===== src/rtl/piano_audio_pkg.sv =====
// Shared audio helpers: clog2, gain shift, saturation, midscale, mixer states.
package piano_audio_pkg;

  localparam int unsigned GAIN_SHIFT = 6;

  typedef enum logic [2:0] {
    IDLE    = 3'd0,
    ACC     = 3'd1,
    SCALE   = 3'd2,
    CLIP    = 3'd3,
    PUBLISH = 3'd4
  } mix_state_e;

  // Ceiling log2; clog2(1) == 0.
  function automatic int unsigned clog2(input int unsigned v);
    int unsigned r;
    r = 0;
    for (int i = 0; i < 32; i++) begin
      if ((64'd1 << i) < 64'(v)) r = 32'(i + 1);
    end
    return r;
  endfunction

  // Offset-binary zero point 2^(w-1).
  function automatic int unsigned midscale(input int unsigned w);
    return 32'd1 << (w - 32'd1);
  endfunction

  // Clamp a signed value into a w-bit two's complement range.
  function automatic logic signed [63:0] saturate(input logic signed [63:0] value,
                                                  input int unsigned w);
    logic signed [63:0] hi;
    logic signed [63:0] lo;
    hi = (64'sd1 <<< (w - 32'd1)) - 64'sd1;
    lo = -(64'sd1 <<< (w - 32'd1));
    if (value > hi) return hi;
    if (value < lo) return lo;
    return value;
  endfunction

endpackage


===== src/rtl/voice_mixer_pwm_if.sv =====
// Mixer bus: voice amplitudes, enables, gain and clip control in; PWM and sample status out.
//   master: drives am_bus, voice_en, volume, clip_clr; observes pwm_out, sample, sample_valid, clip
//   slave : the mixer
interface voice_mixer_pwm_if #(
  parameter int unsigned AM_WIDTH = 8,
  parameter int unsigned VOICES   = 4,
  parameter int unsigned PWM_BITS = 10
);
  logic [VOICES*AM_WIDTH-1:0] am_bus;
  logic [VOICES-1:0]          voice_en;
  logic [7:0]                 volume;
  logic                       clip_clr;
  logic                       pwm_out;
  logic [PWM_BITS-1:0]        sample;
  logic                       sample_valid;
  logic                       clip;

  modport master (
    output am_bus, voice_en, volume, clip_clr,
    input  pwm_out, sample, sample_valid, clip
  );

  modport slave (
    input  am_bus, voice_en, volume, clip_clr,
    output pwm_out, sample, sample_valid, clip
  );
endinterface


===== src/rtl/voice_mixer_pwm_pwm_gen.sv =====
// PWM generator: free-running frame counter, double-buffered duty, registered compare.
//   clk, rst       : clock, async active-low reset
//   duty_next      : duty to commit at the end of the current frame
//   frame_start    : high while cnt == 0
//   frame_end      : high while cnt == 2^PWM_BITS-1
//   pwm_out        : registered (cnt < duty)
module pwm_gen
  import piano_audio_pkg::*;
#(
  parameter int unsigned PWM_BITS = 10
) (
  input  logic                clk,
  input  logic                rst,
  input  logic [PWM_BITS-1:0] duty_next,
  output logic                frame_start,
  output logic                frame_end,
  output logic                pwm_out
);

  localparam logic [PWM_BITS-1:0] CNT_MAX = '1;
  localparam logic [PWM_BITS-1:0] MID     = PWM_BITS'(midscale(PWM_BITS));

  logic [PWM_BITS-1:0] cnt;
  logic [PWM_BITS-1:0] duty;

  // Frame flags are registered one count early so they line up with cnt.
  always_ff @(posedge clk or negedge rst) begin
    if (!rst) begin
      cnt         <= '0;
      duty        <= MID;
      pwm_out     <= 1'b0;
      frame_start <= 1'b1;
      frame_end   <= 1'b0;
    end else begin
      cnt         <= cnt + PWM_BITS'(1);
      frame_start <= (cnt == CNT_MAX);
      frame_end   <= (cnt == CNT_MAX - PWM_BITS'(1));
      pwm_out     <= (cnt < duty);
      if (frame_end) duty <= duty_next;
    end
  end

endmodule


===== src/rtl/voice_mixer_pwm.sv =====
// Voice mixer with PWM output: snapshot voices at frame start, accumulate one voice per
// cycle, apply volume/64 gain, saturate, and hand the offset-binary duty to pwm_gen.
//   clk, rst : clock, async active-low reset
//   bus      : slave side of voice_mixer_pwm_if (amplitudes, enables, volume, clip_clr in;
//              pwm_out, sample, sample_valid, sticky clip out)
module voice_mixer_pwm
  import piano_audio_pkg::*;
#(
  parameter int unsigned CLK_FREQ = 120_000_000,
  parameter int unsigned AM_WIDTH = 8,
  parameter int unsigned VOICES   = 4,
  parameter int unsigned PWM_BITS = 10
) (
  input  logic             clk,
  input  logic             rst,
  voice_mixer_pwm_if.slave bus
);

  localparam int unsigned ACC_W  = AM_WIDTH + clog2(VOICES) + 1;
  localparam int unsigned PROD_W = ACC_W + 9;
  localparam int unsigned IDX_W  = (VOICES > 1) ? clog2(VOICES) : 1;
  localparam logic [PWM_BITS-1:0]   MID   = PWM_BITS'(midscale(PWM_BITS));
  localparam logic signed [63:0]    MID64 = 64'(midscale(PWM_BITS));
  localparam logic [IDX_W-1:0]      LAST  = IDX_W'(VOICES - 1);

  mix_state_e                 state;
  logic [VOICES*AM_WIDTH-1:0] am_hold;
  logic [VOICES-1:0]          en_hold;
  logic [7:0]                 vol_hold;
  logic [IDX_W-1:0]           idx;
  logic signed [ACC_W-1:0]    acc;
  logic signed [PROD_W-1:0]   scaled;
  logic [PWM_BITS-1:0]        duty_next;
  logic                       frame_start;
  logic                       frame_end;

  logic signed [AM_WIDTH-1:0] voice_c;
  logic signed [ACC_W-1:0]    add_c;
  logic signed [PROD_W-1:0]   acc_ext_c;
  logic signed [PROD_W-1:0]   vol_ext_c;
  logic signed [PROD_W-1:0]   prod_c;
  logic signed [63:0]         scaled_ext_c;
  logic signed [63:0]         sat_c;
  logic                       clipped_c;
  logic [PWM_BITS-1:0]        duty_c;

  // Datapath: current voice term, gain product, saturation and offset.
  always_comb begin
    voice_c      = am_hold[idx*AM_WIDTH +: AM_WIDTH];
    add_c        = '0;
    if (en_hold[idx]) add_c = {{(ACC_W-AM_WIDTH){voice_c[AM_WIDTH-1]}}, voice_c};
    acc_ext_c    = {{(PROD_W-ACC_W){acc[ACC_W-1]}}, acc};
    vol_ext_c    = {{(PROD_W-8){1'b0}}, vol_hold};
    prod_c       = acc_ext_c * vol_ext_c;
    scaled_ext_c = {{(64-PROD_W){scaled[PROD_W-1]}}, scaled};
    sat_c        = saturate(scaled_ext_c, PWM_BITS);
    clipped_c    = (sat_c != scaled_ext_c);
    duty_c       = PWM_BITS'(sat_c + MID64);
  end

  // Mixer sequencer; sample/sample_valid are loaded on the CLIP->PUBLISH edge so they
  // are visible during the PUBLISH cycle.
  always_ff @(posedge clk or negedge rst) begin
    if (!rst) begin
      state            <= IDLE;
      am_hold          <= '0;
      en_hold          <= '0;
      vol_hold         <= '0;
      idx              <= '0;
      acc              <= '0;
      scaled           <= '0;
      duty_next        <= MID;
      bus.sample       <= MID;
      bus.sample_valid <= 1'b0;
      bus.clip         <= 1'b0;
    end else begin
      bus.sample_valid <= 1'b0;
      if (bus.clip_clr) bus.clip <= 1'b0;
      case (state)
        IDLE: begin
          if (frame_start) begin
            am_hold  <= bus.am_bus;
            en_hold  <= bus.voice_en;
            vol_hold <= bus.volume;
            acc      <= '0;
            idx      <= '0;
            state    <= ACC;
          end
        end
        ACC: begin
          acc <= acc + add_c;
          if (idx == LAST) state <= SCALE;
          else             idx   <= idx + IDX_W'(1);
        end
        SCALE: begin
          scaled <= prod_c >>> GAIN_SHIFT;
          state  <= CLIP;
        end
        CLIP: begin
          duty_next        <= duty_c;
          bus.sample       <= duty_c;
          bus.sample_valid <= 1'b1;
          if (clipped_c) bus.clip <= 1'b1;
          state            <= PUBLISH;
        end
        PUBLISH: state <= IDLE;
        default: state <= IDLE;
      endcase
    end
  end

  pwm_gen #(.PWM_BITS(PWM_BITS)) u_pwm_gen (
    .clk         (clk),
    .rst         (rst),
    .duty_next   (duty_next),
    .frame_start (frame_start),
    .frame_end   (frame_end),
    .pwm_out     (bus.pwm_out)
  );

  // frame_end is consumed inside pwm_gen; kept here for frame-aligned debug taps.
  logic frame_end_unused;
  assign frame_end_unused = frame_end;

endmodule


===== src/flat_wrapper.sv =====
// flat-port wrapper written by rule: the top's interface ports become plain ports
module voice_mixer_pwm_flat import piano_audio_pkg::*;
#(
  parameter int unsigned CLK_FREQ = 120_000_000,
  parameter int unsigned AM_WIDTH = 8,
  parameter int unsigned VOICES   = 4,
  parameter int unsigned PWM_BITS = 10
)
  (clk, rst, bus_am_bus, bus_voice_en, bus_volume, bus_clip_clr, bus_pwm_out, bus_sample, bus_sample_valid, bus_clip);
  voice_mixer_pwm_if #(.AM_WIDTH(AM_WIDTH), .VOICES(VOICES), .PWM_BITS(PWM_BITS)) bus_i ();
  input  logic clk;
  input  logic rst;
  input wire logic [$bits(bus_i.am_bus)-1:0] bus_am_bus;
  input wire logic [$bits(bus_i.voice_en)-1:0] bus_voice_en;
  input wire logic [$bits(bus_i.volume)-1:0] bus_volume;
  input wire logic [$bits(bus_i.clip_clr)-1:0] bus_clip_clr;
  output wire logic [$bits(bus_i.pwm_out)-1:0] bus_pwm_out;
  output wire logic [$bits(bus_i.sample)-1:0] bus_sample;
  output wire logic [$bits(bus_i.sample_valid)-1:0] bus_sample_valid;
  output wire logic [$bits(bus_i.clip)-1:0] bus_clip;
  assign bus_i.am_bus = bus_am_bus;
  assign bus_i.voice_en = bus_voice_en;
  assign bus_i.volume = bus_volume;
  assign bus_i.clip_clr = bus_clip_clr;
  assign bus_pwm_out = bus_i.pwm_out;
  assign bus_sample = bus_i.sample;
  assign bus_sample_valid = bus_i.sample_valid;
  assign bus_clip = bus_i.clip;
  voice_mixer_pwm #(.CLK_FREQ(CLK_FREQ), .AM_WIDTH(AM_WIDTH), .VOICES(VOICES), .PWM_BITS(PWM_BITS)) u_core (.clk(clk), .rst(rst), .bus(bus_i));
endmodule

===== config.mk =====
export PLATFORM = sky130hd
export DESIGN_NAME = voice_mixer_pwm_flat
export DESIGN_NICKNAME = d
export VERILOG_FILES = /design/src/rtl/piano_audio_pkg.sv /design/src/rtl/voice_mixer_pwm_if.sv /design/src/rtl/voice_mixer_pwm_pwm_gen.sv /design/src/rtl/voice_mixer_pwm.sv /design/src/flat_wrapper.sv
export SDC_FILE = /design/constraint.sdc
export NUM_CORES = 1
export LEC_CHECK = 0
export ABC_CLOCK_PERIOD_IN_PS = 5300
export BUFFER_PORTS_ARGS = -buffer_cell sky130_fd_sc_hd__buf_4
export CORE_MARGIN = 2
export CORE_UTILIZATION = 35
export DETAILED_ROUTE_END_ITERATION = 8
export GPL_TIMING_DRIVEN = 0
export PLACE_DENSITY = 0.53
export SKIP_LAST_GASP = 1
export SLEW_MARGIN = 10
export SYNTH_ARGS = -nofsm -noshare
export SYNTH_HDL_FRONTEND = slang
export SYNTH_SLANG_ARGS = --single-unit

===== constraint.sdc =====
create_clock -name clk -period 5.3 [get_ports clk]
set_input_delay 0.265 -clock clk [delete_from_list [all_inputs] [get_ports clk]]
set_output_delay 0.265 -clock clk [all_outputs]
set_load 0.005 [all_outputs]

# Yosys cells after proc, flatten, opt, wreduce, memory -nomap -nowiden
# Cells that the tools add are included.
classes:
  addsub: 4
  mul: 1
  order_cmp: 4
  eq_ne: 10
  shift: 1
  muxes: 22
  reduce_logical: 6
ops:
  columns: ["cell", "count"]
  rows:
  - ["$mux W64", 4]
  - ["$ne A64 B14 Y1", 1]
  - ["$shiftx A32 B6 Y8", 1]
  - ["$mux W11", 2]
  - ["$pmux W11 S2", 1]
  - ["$eq A10 B10 Y1 const B", 2]
  - ["$mul A11 B9 Y20", 1]
  - ["$gt A14 B10 Y1 const B", 1]
  - ["$lt A14 B10 Y1 const B", 1]
  - ["$pmux W3 S4", 1]
  - ["$add A11 B11 Y11", 1]
  - ["$add A10 B1 Y10 const B", 1]
  - ["$add A10 B10 Y10 const B", 1]
  - ["$lt A10 B10 Y1", 1]
  - ["$mux W1", 8]
  - ["$eq A3 B2 Y1 const B", 2]
  - ["$mux W3", 2]
  - ["$reduce_and A2 Y1", 3]
  - ["$mux W2", 2]
  - ["$ne A2 B2 Y1 const B", 2]
  - ["$pmux W2 S2", 1]
  - ["$eq A3 B1 Y1 const B", 1]
  - ["$logic_not A3 Y1", 1]
  - ["$lt A2 B3 Y1 const B", 1]
  - ["6 further kinds", 6]
totals:
  ff_bits: 109
  wordCells: 63

# Longest topological paths before layout
# Gate-level depths: netlist of run 1.
logic_depth:
  ltp_word: 8
  mapped_depth: 18
  ltp_nobuf: 17

# Modules after synthesis
# Synthesis of run 1 repeated with hierarchy kept, for this count alone.
hier_totals:
  cells_unflattened: 893
  area_unflattened_um2: 8325.5
modules_own_cells:
  columns: ["mod", "n_inst", "cells_each", "area_per_inst_um2", "seq_area_each_um2"]
  rows:
  - ["voice_mixer_pwm", 1, 790, 7244.4, 2153.3]
  - ["pwm_gen", 1, 103, 1081.0, 578.1]

# Worst setup path before layout of run 1
# Ideal clock, no wire load.
synth_timing:
  path_type: "register to register"
  start: "register u_core.vol_hold[2]"
  end: "register u_core.scaled[13] (netlist name)"
  t_arrival_ns: 4.754
  t_required_ns: 5.210
  path_slack_ns: 0.456
  stages_incl_launch_ff: 18
  n_path_buf: 1
  synth_period_minus_slack_ns: 4.844
  cell_sequence: "dfrtp_1 -> clkbuf_1 -> nand2_1 -> fa_1 -> inv_1 -> fa_1 -> fa_1 -> inv_1 -> fa_1 -> inv_1 -> ha_1 -> a2111oi_4 -> o21ai_2 -> a211oi_2 -> o31ai_2 -> o31a_1 -> or4_1 -> o2111ai_1"
synth_between:
  elab_chain_len: 1
synth_rtl:
  columns: ["element", "line_no", "source"]
  rows:
  - ["from (decl)", "voice_mixer_pwm.sv:29", "logic [7:0] vol_hold;"]
  - ["from (signal assigned)", "voice_mixer_pwm.sv:84", "vol_hold <= bus.volume;"]
  - ["$mul A11 B9 Y20", "voice_mixer_pwm.sv:54", "prod_c = acc_ext_c * vol_ext_c;"]
# Every way passes these cells.
# A chain may end at the register's enable or synchronous reset.

# Final worst setup path of run 1
layout_timing:
  start: "register u_core.vol_hold[3]"
  end: "register u_core.scaled[13] (netlist name)"
layout_between:
  elab_chain_len: 1
layout_rtl:
  columns: ["element", "line_no"]
  rows:
  - ["$mul A11 B9 Y20", "voice_mixer_pwm.sv:54"]
# Every way passes these cells.

==> results.tsv, run 1 <==
metric	value	unit
depth of the most critical reg-to-reg path	17	
nets in the synthesized netlist	1076	
via/cell ratio	4.54	
overall track demand over capacity in global routing	15.4	%
die span in y	158	µm
via count of the first global-routing pass	6131	
area inside the core boundary	23400	µm²
area growth from synthesis to layout	14.8	%
most frequently used cell type in the post-synthesis netlist	nand2_1	
# setup viols final	0	
Crit Path Class	register to register	
Die ar.	25000	µm²
top post-synthesis cells by area	dfrtp_1 32%, fa_1 17%, nand2_1 9.8%, ha_1 8.9%, inv_1 6.1%	
number of detailed-route iterations in the first pass	5	
wire length of the first global-routing pass	30300	µm
most frequent cell on the critical path	fa_1	
remaining routing DRC violations	0	
overall routed net length	17700	µm
Flop pwr share	53.0	%
Slowest cell on crit path	fa_1	
switching power	0.376	mW
worst slew margin relative to its limit	34.9	%
Initial Utilization	35.5	%
upper clock frequency limit	200	MHz
fraction of synthesis flops using an asynchronous set or reset pin	100	%
Antenna Nets Post-Route	0	
ratio of final minimum period to clock period	94.4	%
distinct cell type count after synthesis	53	
critical path's top delay family	adder cells	
total clock buffers created by CTS	9	
share of total power consumed by net switching	24.0	%
number of stages on the worst hold path	3	
# H-tree levels	3	
Int Pwr	1.19	mW
Clock Pin Slew Worst Setup and Hold Paths	0.09	ns
area of combinational cells with multiple inputs	4940	µm²
die outline width	158	µm
Avg Cell Area, Syn	9.26	µm²
HPWL after detailed placement	14100	µm
cells after synthesis	898	
layout cells sized above 1	12.1	%
Clock Tree Root	clkbuf_16	
cell taking the most area after synthesis	dfrtp_1	
Reg area	2740	µm²
post-synth design cell area	8310	µm²
leakage power total	4.62	nW
port bufs	59	
number of max-slew violations in the final report	0	
delay of the slowest cell on the worst path	0.52	ns
number of hold-slack violations in the final timing report	0	
CTS tree	built	
CTS sink cnt	109	
status	complete, no violations	
Fill cells	2423	
Util after Layout	40.8	%
sum of buffers and inverters on the critical path	4	
Post-Route Setup TNS	0	ns
top flip-flop cell by instance count after synthesis	dfrtp_1	
top cells by instance count after synthesis	217 x nand2_1, 134 x inv_1, 106 x dfrtp_1, 72 x fa_1, 59 x ha_1	
crit path launch type	register	
Layout Nets	1145	
buffers from clock root to sink, at most	2	
number of logic stages on the critical path including buffering	17	
largest driver fanout on the critical path	10	
Synth top area share	31.9	%
Yosys warning total	0	
insertion delay to the later sink of the worst-skew pair	0.37	ns
FP Rows	56	
antenna violations before repair	0	
via count	5861	
Ant. Diodes	0	
cell breakdown of the critical path	buf_2 -> nand2_1 -> fa_1 -> fa_1 -> inv_1 -> fa_1 -> inv_1 -> fa_1 -> inv_1 -> ha_2 -> a2111oi_4 -> o21ai_2 -> a211oi_2 -> o31ai_2 -> o31a_1 -> or4_1 -> o2111ai_1	
slew at the pin with the worst max-slew slack	0.974	ns
flops & latches, synth	109	
detailed router's first-iteration violation count	198	
type of the worst min-delay path	input port to register	
final critical path time including I/O delays and setup	5.00	ns
total power per unit cell area	164	nW/µm²
required arrival time at the worst endpoint	5.58	ns
number of flops mapped to enable cells by yosys	0	
RSZ-0062 raised after global routing	no	
critical path data arrival time	5.28	ns
detail-routed net length per standard cell	13.7	µm
part of the Yosys area used for sequential elements	32.9	%
sort of element at the end of the critical path	register	
max cap viols	0	
remaining global-route overflow	0	
combinational power share	3.0	%
worst voltage drop across the vdd grid	170	µV
Final Wtd Congestion	0.776	
maximum number of pins on one net before global-route repair	72	
share of total power in the clock network	44.0	%
number of top-level pins	60	
largest clock skew in the final design	0.0140	ns
per-layer routing:
layer | up-vias | share of wire (%) | GRT usage, %
met4 | 0 | 1.5 | 4.08
li1 | 2965 | - | -
met2 | 75 | 47 | 26.1
met5 | - | 0 | 0
met3 | 17 | 2.6 | 2.63
met1 | 2804 | 48 | 20.5
worst register-to-register path, cell delays in order (launching register included):
cell and delay, ns:
dfrtp_1 0.37, buf_2 0.24, nand2_1 0.10, fa_1 0.47, fa_1 0.49, inv_1 0.05
fa_1 0.52, inv_1 0.05, fa_1 0.52, inv_1 0.04, ha_2 0.32, a2111oi_4 0.35
o21ai_2 0.15, a211oi_2 0.30, o31ai_2 0.12, o31a_1 0.29, or4_1 0.41, o2111ai_1 0.10
through the flow:
| stage | setup slack, ns | total power, mW | instance area [µm²] | hold slack [ns] | cells |
|---|---|---|---|---|---|
| after floorplan | 0.456 | 0.848 | 8310 | -0.0306 | 898 |
| after global placement | -0.0268 | 0.893 | 9150 | 0.452 | 1276 |
| after detailed placement | -0.0791 | 0.895 | 9190 | 0.199 | 1277 |
| final | 0.297 | 1.57 | 9540 | 0.0755 | 1291 |
| after CTS | 0.0140 | 1.60 | 9480 | 0.0617 | 1289 |
| after global routing | 0.00285 | 1.63 | 9540 | 0.0722 | 1291 |
layout make-up:
cell class	count	area share, %
buffer	28	1.34
clock buffer	9	2.36
clock inverter	7	0.826
inverter	134	5.27
multi-input combinational	619	51.8
sequential	109	28.8
tap	319	4.18
timing repair buffer	66	5.47
placed cells by master, fill, tap and decap left out, drive strengths merged, types with 6 or more instances in the layout:
cell type  instances
mux4               8
nand2            217
and2              46
fa                72
buf               72
xor2              18
nor3               6
a21oi             19
nand3              9
dfrtp            106
o22a              11
ha                59
nor2b             20
xnor2             15
inv              137
nor2              16
o21ai             39
clkbuf            30
power by group through the flow:
| stage | Clock [mW] | Combinational [mW] | Sequential, mW |
|---|---|---|---|
| floorplan | 0 | 0.000510 | 0.848 |
| global placement | 0 | 0.0454 | 0.847 |
| detailed placement | 0 | 0.0477 | 0.847 |
| CTS | 0.718 | 0.0486 | 0.831 |
| global route | 0.746 | 0.0525 | 0.831 |
| finish | 0.689 | 0.0468 | 0.831 |
registers in the layout (all words and copies together) (netlist names), 2 cells and up:
signal and cells:
u_core.en_hold 4, u_core.vol_hold 8, u_core.u_pwm_gen.duty 10, u_core.duty_next 10
u_core.idx 2, u_core.state 3, u_core.acc 11, u_core.am_hold 32
u_core.scaled 14, u_core.u_pwm_gen.cnt 10
worst paths after layout:
| kind | start | slack [ns] | to |
|---|---|---|---|
| hold reg to reg | u_core.am_hold[23] | 0.47 | u_core.am_hold[23] |
| max in group asynchronous | rst | 4.20 | u_core.acc[10] |
| setup / recovery | u_core.vol_hold[3] | 0.30 | u_core.scaled[13] |
| min in group asynchronous | rst | 0.37 | u_core.u_pwm_gen.cnt[7] |
| hold / removal | bus_am_bus[25] | 0.08 | u_core.am_hold[25] |
| setup reg to reg | u_core.vol_hold[3] | 0.30 | u_core.scaled[13] |
cells by family after synthesis:
kind of cell | after synthesis | share of synthesized area, %
AND/OR/NAND/NOR | 341 | 18.8
buffers and inverters | 170 | 7.77
adder cells (fa/ha/maj) | 131 | 26.2
flip-flops | 109 | 32.9
AO/OA/AOI/OAI | 101 | 8.07
XOR/XNOR | 33 | 3.48
multiplexers | 13 | 2.80
what timing repair did:
item | 4_1_cts | 5_1_grt
hold buffers | 1 | 0
gates cloned | 0 | 0
pin swaps | 0 | 2
endpoints found under the setup margin | 1 | 2
endpoints found under the hold margin | 36 | 0
setup buffers | 0 | 5
gates resized for setup | 2 | 26
(Power assumes the default switching activity.)
==> run 2: changes to the inputs <==
--- a/config.mk
+++ b/config.mk
@@ -7,6 +7,7 @@
 export LEC_CHECK = 0
 export ABC_CLOCK_PERIOD_IN_PS = 5300
 export BUFFER_PORTS_ARGS = -buffer_cell sky130_fd_sc_hd__buf_4
+export CORE_ASPECT_RATIO = 0.75
 export CORE_MARGIN = 2
 export CORE_UTILIZATION = 35
 export DETAILED_ROUTE_END_ITERATION = 8
==> run 2 against run 1 <==
Net effect: global-route usage up 0.28 points; clock power grew 2%; power grew 0.98%; combinational power about the same; largest cell class unchanged.
==> results.tsv, run 2 (same netlist as run 1, synthesis figures left out) <==
metric	value	unit	change
share of total power in the clock network	44.5	%	+0.5 points
sort of element at the end of the critical path	register		
area growth from synthesis to layout	14.4	%	
cell area after placement	9160	µm²	-0.26%
FP Rows	48		-14%
# setup viols final	0		unchanged
max cap viols	0		unchanged
number of top-level pins	60		unchanged
biggest regs	u_core.am_hold x32, u_core.scaled x14, u_core.acc x11		
share of total power consumed by net switching	21.7	%	-2.3 points
slew at the pin with the worst max-slew slack	1.22	ns	+0.248 ns
required arrival time at the worst endpoint	5.57	ns	about the same
Initial Utilization	35.9	%	+0.34 points
Ant. Diodes	0		unchanged
Die ar.	25000	µm²	about the same
number of max-slew violations in the final report	0		unchanged
detailed router's first-iteration violation count	291		+47%
die outline width	182	µm	+15%
Int Pwr	1.24	mW	+4.0%
register bank with the most flops	u_core.am_hold		
overall routed net length	18300	µm	+3.0%
Antenna Nets Post-Route	0		unchanged
CTS sink cnt	109		unchanged
crit path launch type	register		
area inside the core boundary	23200	µm²	-0.94%
Layout Nets	1142		-0.26%
ratio of final minimum period to clock period	95.8	%	+1.4 points
RSZ-0062 raised after global routing	no		
via count	5853		-0.14%
insertion delay to the later sink of the worst-skew pair	0.35	ns	-0.02 ns
port bufs	59		unchanged
die span in y	137	µm	-13%
final design instance area without fill	9510	µm²	-0.30%
total clock buffers created by CTS	9		unchanged
wire length of the first global-routing pass	31000	µm	+2.3%
max FFs per register	32		unchanged
most common cell after layout, fill and taps aside	nand2_1		
critical path data arrival time	5.34	ns	+0.06 ns
CTS tree	built		
HPWL after detailed placement	14800	µm	+5.1%
remaining global-route overflow	0		unchanged
top library cells by usage in the layout, fill and taps aside	217 x nand2_1, 134 x inv_1, 97 x dfrtp_1		
final critical path time including I/O delays and setup	5.08	ns	+0.0754 ns
switching power	0.343	mW	-8.6%
combinational power share	3.0	%	about the same
worst slew margin relative to its limit	18.3	%	-17 points
Flop pwr share	52.5	%	-0.5 points
buffers from clock root to sink, at most	2		unchanged
total design power	1.58	mW	+0.98%
total power per unit cell area	166	nW/µm²	+1.3%
Clock Pin Slew Worst Setup and Hold Paths	0.08	ns	about the same
overall track demand over capacity in global routing	15.7	%	+0.28 points
largest driver fanout on the critical path	10		unchanged
number of hold-slack violations in the final timing report	0		unchanged
via/cell ratio	4.61		+1.6%
antenna violations before repair	0		unchanged
Crit Path Class	register to register		
number of detailed-route iterations in the first pass	4		-1
Clock Tree Root	clkbuf_16		
maximum number of pins on one net before global-route repair	67		-6.9%
leakage power total	4.62	nW	about the same
remaining routing DRC violations	0		unchanged
largest clock skew in the final design	0.00981	ns	-0.00415 ns
worst voltage drop across the vdd grid	158	µV	-7.1%
Final Wtd Congestion	0.809		+4.2%
detail-routed net length per standard cell	14.4	µm	+4.8%
upper clock frequency limit	197	MHz	-1.5%
layout cells sized above 1	11.8	%	-0.38 points
status	complete, no violations		
# H-tree levels	3		unchanged
type of the worst min-delay path	input port to register		
via count of the first global-routing pass	5872		-4.2%
run 2: cell count changes in the layout (fill, tap and decap cells not counted), moves of 2 or more:
cell,before,now
clkinv_4,2,0
clkinv_8,2,0
buf_2,2,0
buf_6,2,4
clkinv_2,0,2
run 2: final cells by class:
cell class / instances / area (µm²)
sequential: 109 / 2740
clock buffer: 10 / 239
buffer: 25 / 124
inverter: 134 / 503
fill: 2400 / 13700
multi-input combinational: 619 / 4940
clock inverter: 6 / 67.6
timing repair buffer: 66 / 522
tap: 300 / 375
run 2: per-layer routing:
| layer | routed length (µm) | share of wire, % | global-route usage, % |
|---|---|---|---|
| met1 | 10300 | 57 | 25.0 |
| met2 | 7160 | 39 | 22.3 |
| met3 | 716 | 3.9 | 2.70 |
| met4 | 51 | 0.28 | 2.69 |
| met5 | 0 | 0 | 0 |
run 2: timing repair:
item,CTS,global route
setup endpoints to repair,1,2
buffers inserted,0,5
pin swaps,0,1
gates resized for setup,3,22
hold buffers,1,0
hold endpoints to repair,41,0
run 2: critical path: stages (launching register included):
cell and delay (ns):
dfrtp_1 0.51, and2_1 0.24, fa_1 0.45, fa_1 0.56, fa_1 0.50, inv_1 0.05, fa_1 0.53, inv_1 0.04
ha_1 0.36, a2111oi_4 0.38, o21ai_2 0.15, a211oi_2 0.31, o31ai_2 0.12, o31a_1 0.29, or4_1 0.40, o2111ai_1 0.10
run 2: metrics by stage:
stage / cells / TNS, ns / setup slack (ns) / utilization [%] / hold WS (ns)
3_5_place_dp: 1258 / -0.181 / -0.181 / 39.5 / 0.222
5_1_grt: 1269 / 0 / 0.0173 / 41.0 / 0.0824
4_1_cts: 1271 / 0 / 0.0174 / 40.8 / 0.0772
2_1_floorplan: 898 / 0 / 0.456 / - / -0.0306
3_3_place_gp: 1257 / -0.143 / -0.143 / 39.4 / 0.456
6_report: 1269 / 0 / 0.221 / 41.0 / 0.0928
run 2: final timing paths:
check                                    from                       end  slack, ns  cells after the start
max                             u_core.acc[2]         u_core.scaled[13]       0.22                     15
min                            bus_am_bus[19]        u_core.am_hold[19]       0.09                      3
min reg2reg                u_core.am_hold[10]        u_core.am_hold[10]       0.48                      2
max in group asynchronous                 rst        u_core.vol_hold[1]       4.21                      3
min in group asynchronous                 rst  u_core.u_pwm_gen.pwm_out       0.40                      2
max reg2reg                     u_core.acc[2]         u_core.scaled[13]       0.22                     15
run 2: power groups by stage:
stage	sequential [mW]	clock [mW]	combinational (mW)
after global placement	0.847	0	0.0451
final	0.831	0.704	0.0468
after floorplan	0.848	0	0.000510
after global routing	0.831	0.764	0.0526
after detailed placement	0.847	0	0.0480
after CTS	0.831	0.729	0.0488
==> run 3: changes to the inputs <==
--- a/config.mk
+++ b/config.mk
@@ -5,6 +5,7 @@
 export SDC_FILE = /design/constraint.sdc
 export NUM_CORES = 1
 export LEC_CHECK = 0
+export ABC_AREA = 1
 export ABC_CLOCK_PERIOD_IN_PS = 5300
 export BUFFER_PORTS_ARGS = -buffer_cell sky130_fd_sc_hd__buf_4
 export CORE_ASPECT_RATIO = 0.75
@@ -12,9 +13,10 @@
 export CORE_UTILIZATION = 35
 export DETAILED_ROUTE_END_ITERATION = 8
 export GPL_TIMING_DRIVEN = 0
-export PLACE_DENSITY = 0.53
+export PLACE_DENSITY_LB_ADDON = 0.08
 export SKIP_LAST_GASP = 1
 export SLEW_MARGIN = 10
 export SYNTH_ARGS = -nofsm -noshare
 export SYNTH_HDL_FRONTEND = slang
+export SYNTH_HIERARCHICAL = 1
 export SYNTH_SLANG_ARGS = --single-unit
==> run 3 against run 2 <==
Net effect: die area grew 7.3%; global-route usage grew 1.1 points; via count grew 20%; synthesized cell count grew 29%; synthesized area grew 7.5%; flip-flop and latch count is the same; critical endpoint is now u_core/scaled[13]; largest cell class unchanged; largest power group unchanged.
==> results.tsv, run 3 <==
metric	value	unit	change
critical path data arrival time	4.97	ns	-0.37 ns
Layout Nets	1410		+23%
required arrival time at the worst endpoint	5.55	ns	-0.02 ns
maximum number of pins on one net before global-route repair	69		+3.0%
slew at the pin with the worst max-slew slack	0.647	ns	-0.576 ns
top library cells by usage in the layout, fill and taps aside	390 x nand2_1, 226 x inv_1, 106 x dfrtp_1		
cells after synthesis	1160		+29%
wire length of the first global-routing pass	36100	µm	+16%
distinct cell type count after synthesis	47		-11%
register bank with the most flops	u_core/am_hold		
worst slew margin relative to its limit	56.7	%	+38 points
Synth top area share	29.7	%	-2.2 points
biggest regs	u_core/am_hold x32, u_core/scaled x14, u_core/acc x11		
top post-synthesis cells by area	dfrtp_1 30%, nand2_1 16%, fa_1 16%, inv_1 9.5%, ha_1 8.3%		
via count	7043		+20%
via count of the first global-routing pass	6998		+19%
number of top-level pins	60		unchanged
fraction of synthesis flops using an asynchronous set or reset pin	100	%	unchanged
hold path startpoint	bus_clip_clr		
Initial Utilization	35.7	%	-0.16 points
Avg Cell Area, Syn	7.70	µm²	-17%
crit path launch type	register		
Yosys warning total	6		+6
RSZ-0062 raised after global routing	no		
most common cell after layout, fill and taps aside	nand2_1		
sort of element at the end of the critical path	register		
remaining global-route overflow	0		unchanged
area inside the core boundary	25000	µm²	+7.9%
Fill cells	2680		+12%
top cells by instance count after synthesis	390 x nand2_1, 226 x inv_1, 106 x dfrtp_1, 72 x fa_1, 59 x ha_1		
max FFs per register	32		unchanged
number of max-slew violations in the final report	0		unchanged
post-synth design cell area	8930	µm²	+7.5%
top flip-flop cell by instance count after synthesis	dfrtp_1		
area growth from synthesis to layout	13.4	%	
critical path launch point	u_core/vol_hold[0]		
detailed router's first-iteration violation count	301		+3.4%
FP Rows	50		+4.2%
total power per unit cell area	154	nW/µm²	-7.5%
buffers from clock root to sink, at most	2		unchanged
overall track demand over capacity in global routing	16.8	%	+1.1 points
Antenna Nets Post-Route	0		unchanged
# setup viols final	0		unchanged
status	complete, no violations		
largest clock skew in the final design	0.0137	ns	+0.00392 ns
most frequently used cell type in the post-synthesis netlist	nand2_1		
insertion delay to the later sink of the worst-skew pair	0.36	ns	about the same
number of hold-slack violations in the final timing report	0		unchanged
die span in y	142	µm	+3.6%
upper clock frequency limit	212	MHz	+7.6%
Clock Tree Root	clkbuf_16		
Crit Path Class	register to register		
largest driver fanout on the critical path	10		unchanged
antenna violations before repair	0		unchanged
final critical path time including I/O delays and setup	4.72	ns	-0.360 ns
Util after Layout	40.5	%	-0.55 points
Ant. Diodes	0		unchanged
die outline width	188	µm	+3.6%
remaining routing DRC violations	0		unchanged
detail-routed net length per standard cell	13.4	µm	-6.6%
Die ar.	26800	µm²	+7.3%
layout cells sized above 1	10.4	%	-1.3 points
overall routed net length	21200	µm	+16%
type of the worst min-delay path	input port to register		
CTS sink cnt	109		unchanged
via/cell ratio	4.47		-3.0%
number of flops mapped to enable cells by yosys	0		unchanged
area of combinational cells with multiple inputs	5130	µm²	+3.9%
Reg area	2730	µm²	-0.41%
cell taking the most area after synthesis	dfrtp_1		
Final Wtd Congestion	0.789		-2.4%
worst-case hold slack	0.0650	ns	-0.0278 ns
number of setup buffers added after CTS	0		unchanged
part of the Yosys area used for sequential elements	30.6	%	-2.3 points
worst voltage drop across the vdd grid	149	µV	-5.8%
leakage power total	5.56	nW	+20%
Clock Pin Slew Worst Setup and Hold Paths	0.07	ns	about the same
ratio of final minimum period to clock period	89.0	%	-6.8 points
HPWL after detailed placement	17100	µm	+16%
nets in the synthesized netlist	1338		+24%
port bufs	59		unchanged
CTS tree	built		
total clock buffers created by CTS	9		unchanged
number of detailed-route iterations in the first pass	4		unchanged
Post-Route Setup TNS	0	ns	unchanged
reg2reg start	u_core/vol_hold[0]		
flops & latches, synth	109		unchanged
max cap viols	0		unchanged
# H-tree levels	3		unchanged
[run 3: changes by cell type in the layout (fill, tap and decap cells not counted), moves of 11 or more]
cell and delta:
nor2b_1 -20, buf_2 +12, nand3_1 +31, nor2_1 +30, o21ai_0 +32, inv_1 +92, xor2_1 -13, a21oi_1 +11
o21ai_1 -13, and2_1 -45, nand2_1 +173
[run 3: repair_timing]
item	4_1_cts	5_1_grt
hold buffers	1	0
gates resized for setup	0	0
endpoints found under the setup margin	0	0
endpoints found under the hold margin	38	0
[run 3: per-layer routing]
| layer | GRT usage, % | vias to the layer above | wire, µm |
|---|---|---|---|
| met4 | 2.84 | 0 | 119 |
| li1 | - | 3658 | - |
| met3 | 3.11 | 6 | 728 |
| met5 | 0 | - | 0 |
| met2 | 23.5 | 94 | 8320 |
| met1 | 26.9 | 3285 | 12000 |
[run 3: area by class of cell]
| cell class | count | share of cell area (%) |
|---|---|---|
| Inverter | 234 | 8.67 |
| Buffer | 39 | 1.89 |
| Sequential cell | 109 | 27.0 |
| Tap cell | 338 | 4.18 |
| Multi-Input combinational cell | 778 | 50.6 |
| Clock buffer | 10 | 2.26 |
| Timing Repair Buffer | 61 | 4.78 |
| Clock inverter | 6 | 0.605 |
[run 3: where the power goes]
group / internal, mW / switching, mW / leakage [nW] / total [mW]
Combinational: 0.0238 / 0.0216 / 4.15 / 0.0454
Clock: 0.366 / 0.315 / 0.143 / 0.682
Sequential: 0.831 / 0.0000000000000000178 / 1.27 / 0.831
[run 3: logic make-up (layout without fill, tap and decap cells)]
family / after synthesis / after routing / synth area share, %
compound gates: 118 / 118 / 7.57
xor+xnor: 11 / 11 / 1.08
fa+ha+maj: 131 / 131 / 24.4
buf+inv: 273 / 350 / 12.0
flops: 109 / 109 / 30.6
mux: 1 / 1 / 0.126
simple gates: 517 / 517 / 24.3
[run 3: final timing paths]
path	endpoint	slack (ns)	cells after the start
max	u_core/scaled[13]	0.58	18
min	u_core/bus.clip	0.06	2
max reg2reg	u_core/scaled[13]	0.58	18
min reg2reg	u_core/am_hold[14]	0.48	2
max in group asynchronous	u_core/acc[2]	4.22	3
min in group asynchronous	u_core/u_pwm_gen/duty[3]	0.39	2
[run 3: worst max-delay path, stage by stage (launching register included)]
cell and delay [ns]:
dfrtp_1 0.35, clkbuf_1 0.42, nand2_1 0.19, inv_1 0.15
fa_1 0.47, fa_1 0.60, inv_1 0.14, fa_1 0.53
fa_1 0.55, inv_1 0.05, ha_1 0.37, nand2_1 0.14
nor3_1 0.20, and2_1 0.15, nand2_1 0.06, nand2_1 0.06
nand2_1 0.05, nand3_1 0.08, nand2_1 0.06
[run 3: per-stage QoR]
step | total power, mW | std cells | setup WS (ns) | area, µm²
final | 1.56 | 1575 | 0.582 | 10100
after global placement | 0.891 | 1557 | 0.542 | 9800
after floorplan | 0.848 | 1160 | 1.12 | 8930
after CTS | 1.59 | 1575 | 0.513 | 10100
after global routing | 1.63 | 1575 | 0.189 | 10100
after detailed placement | 0.894 | 1558 | 0.513 | 9830
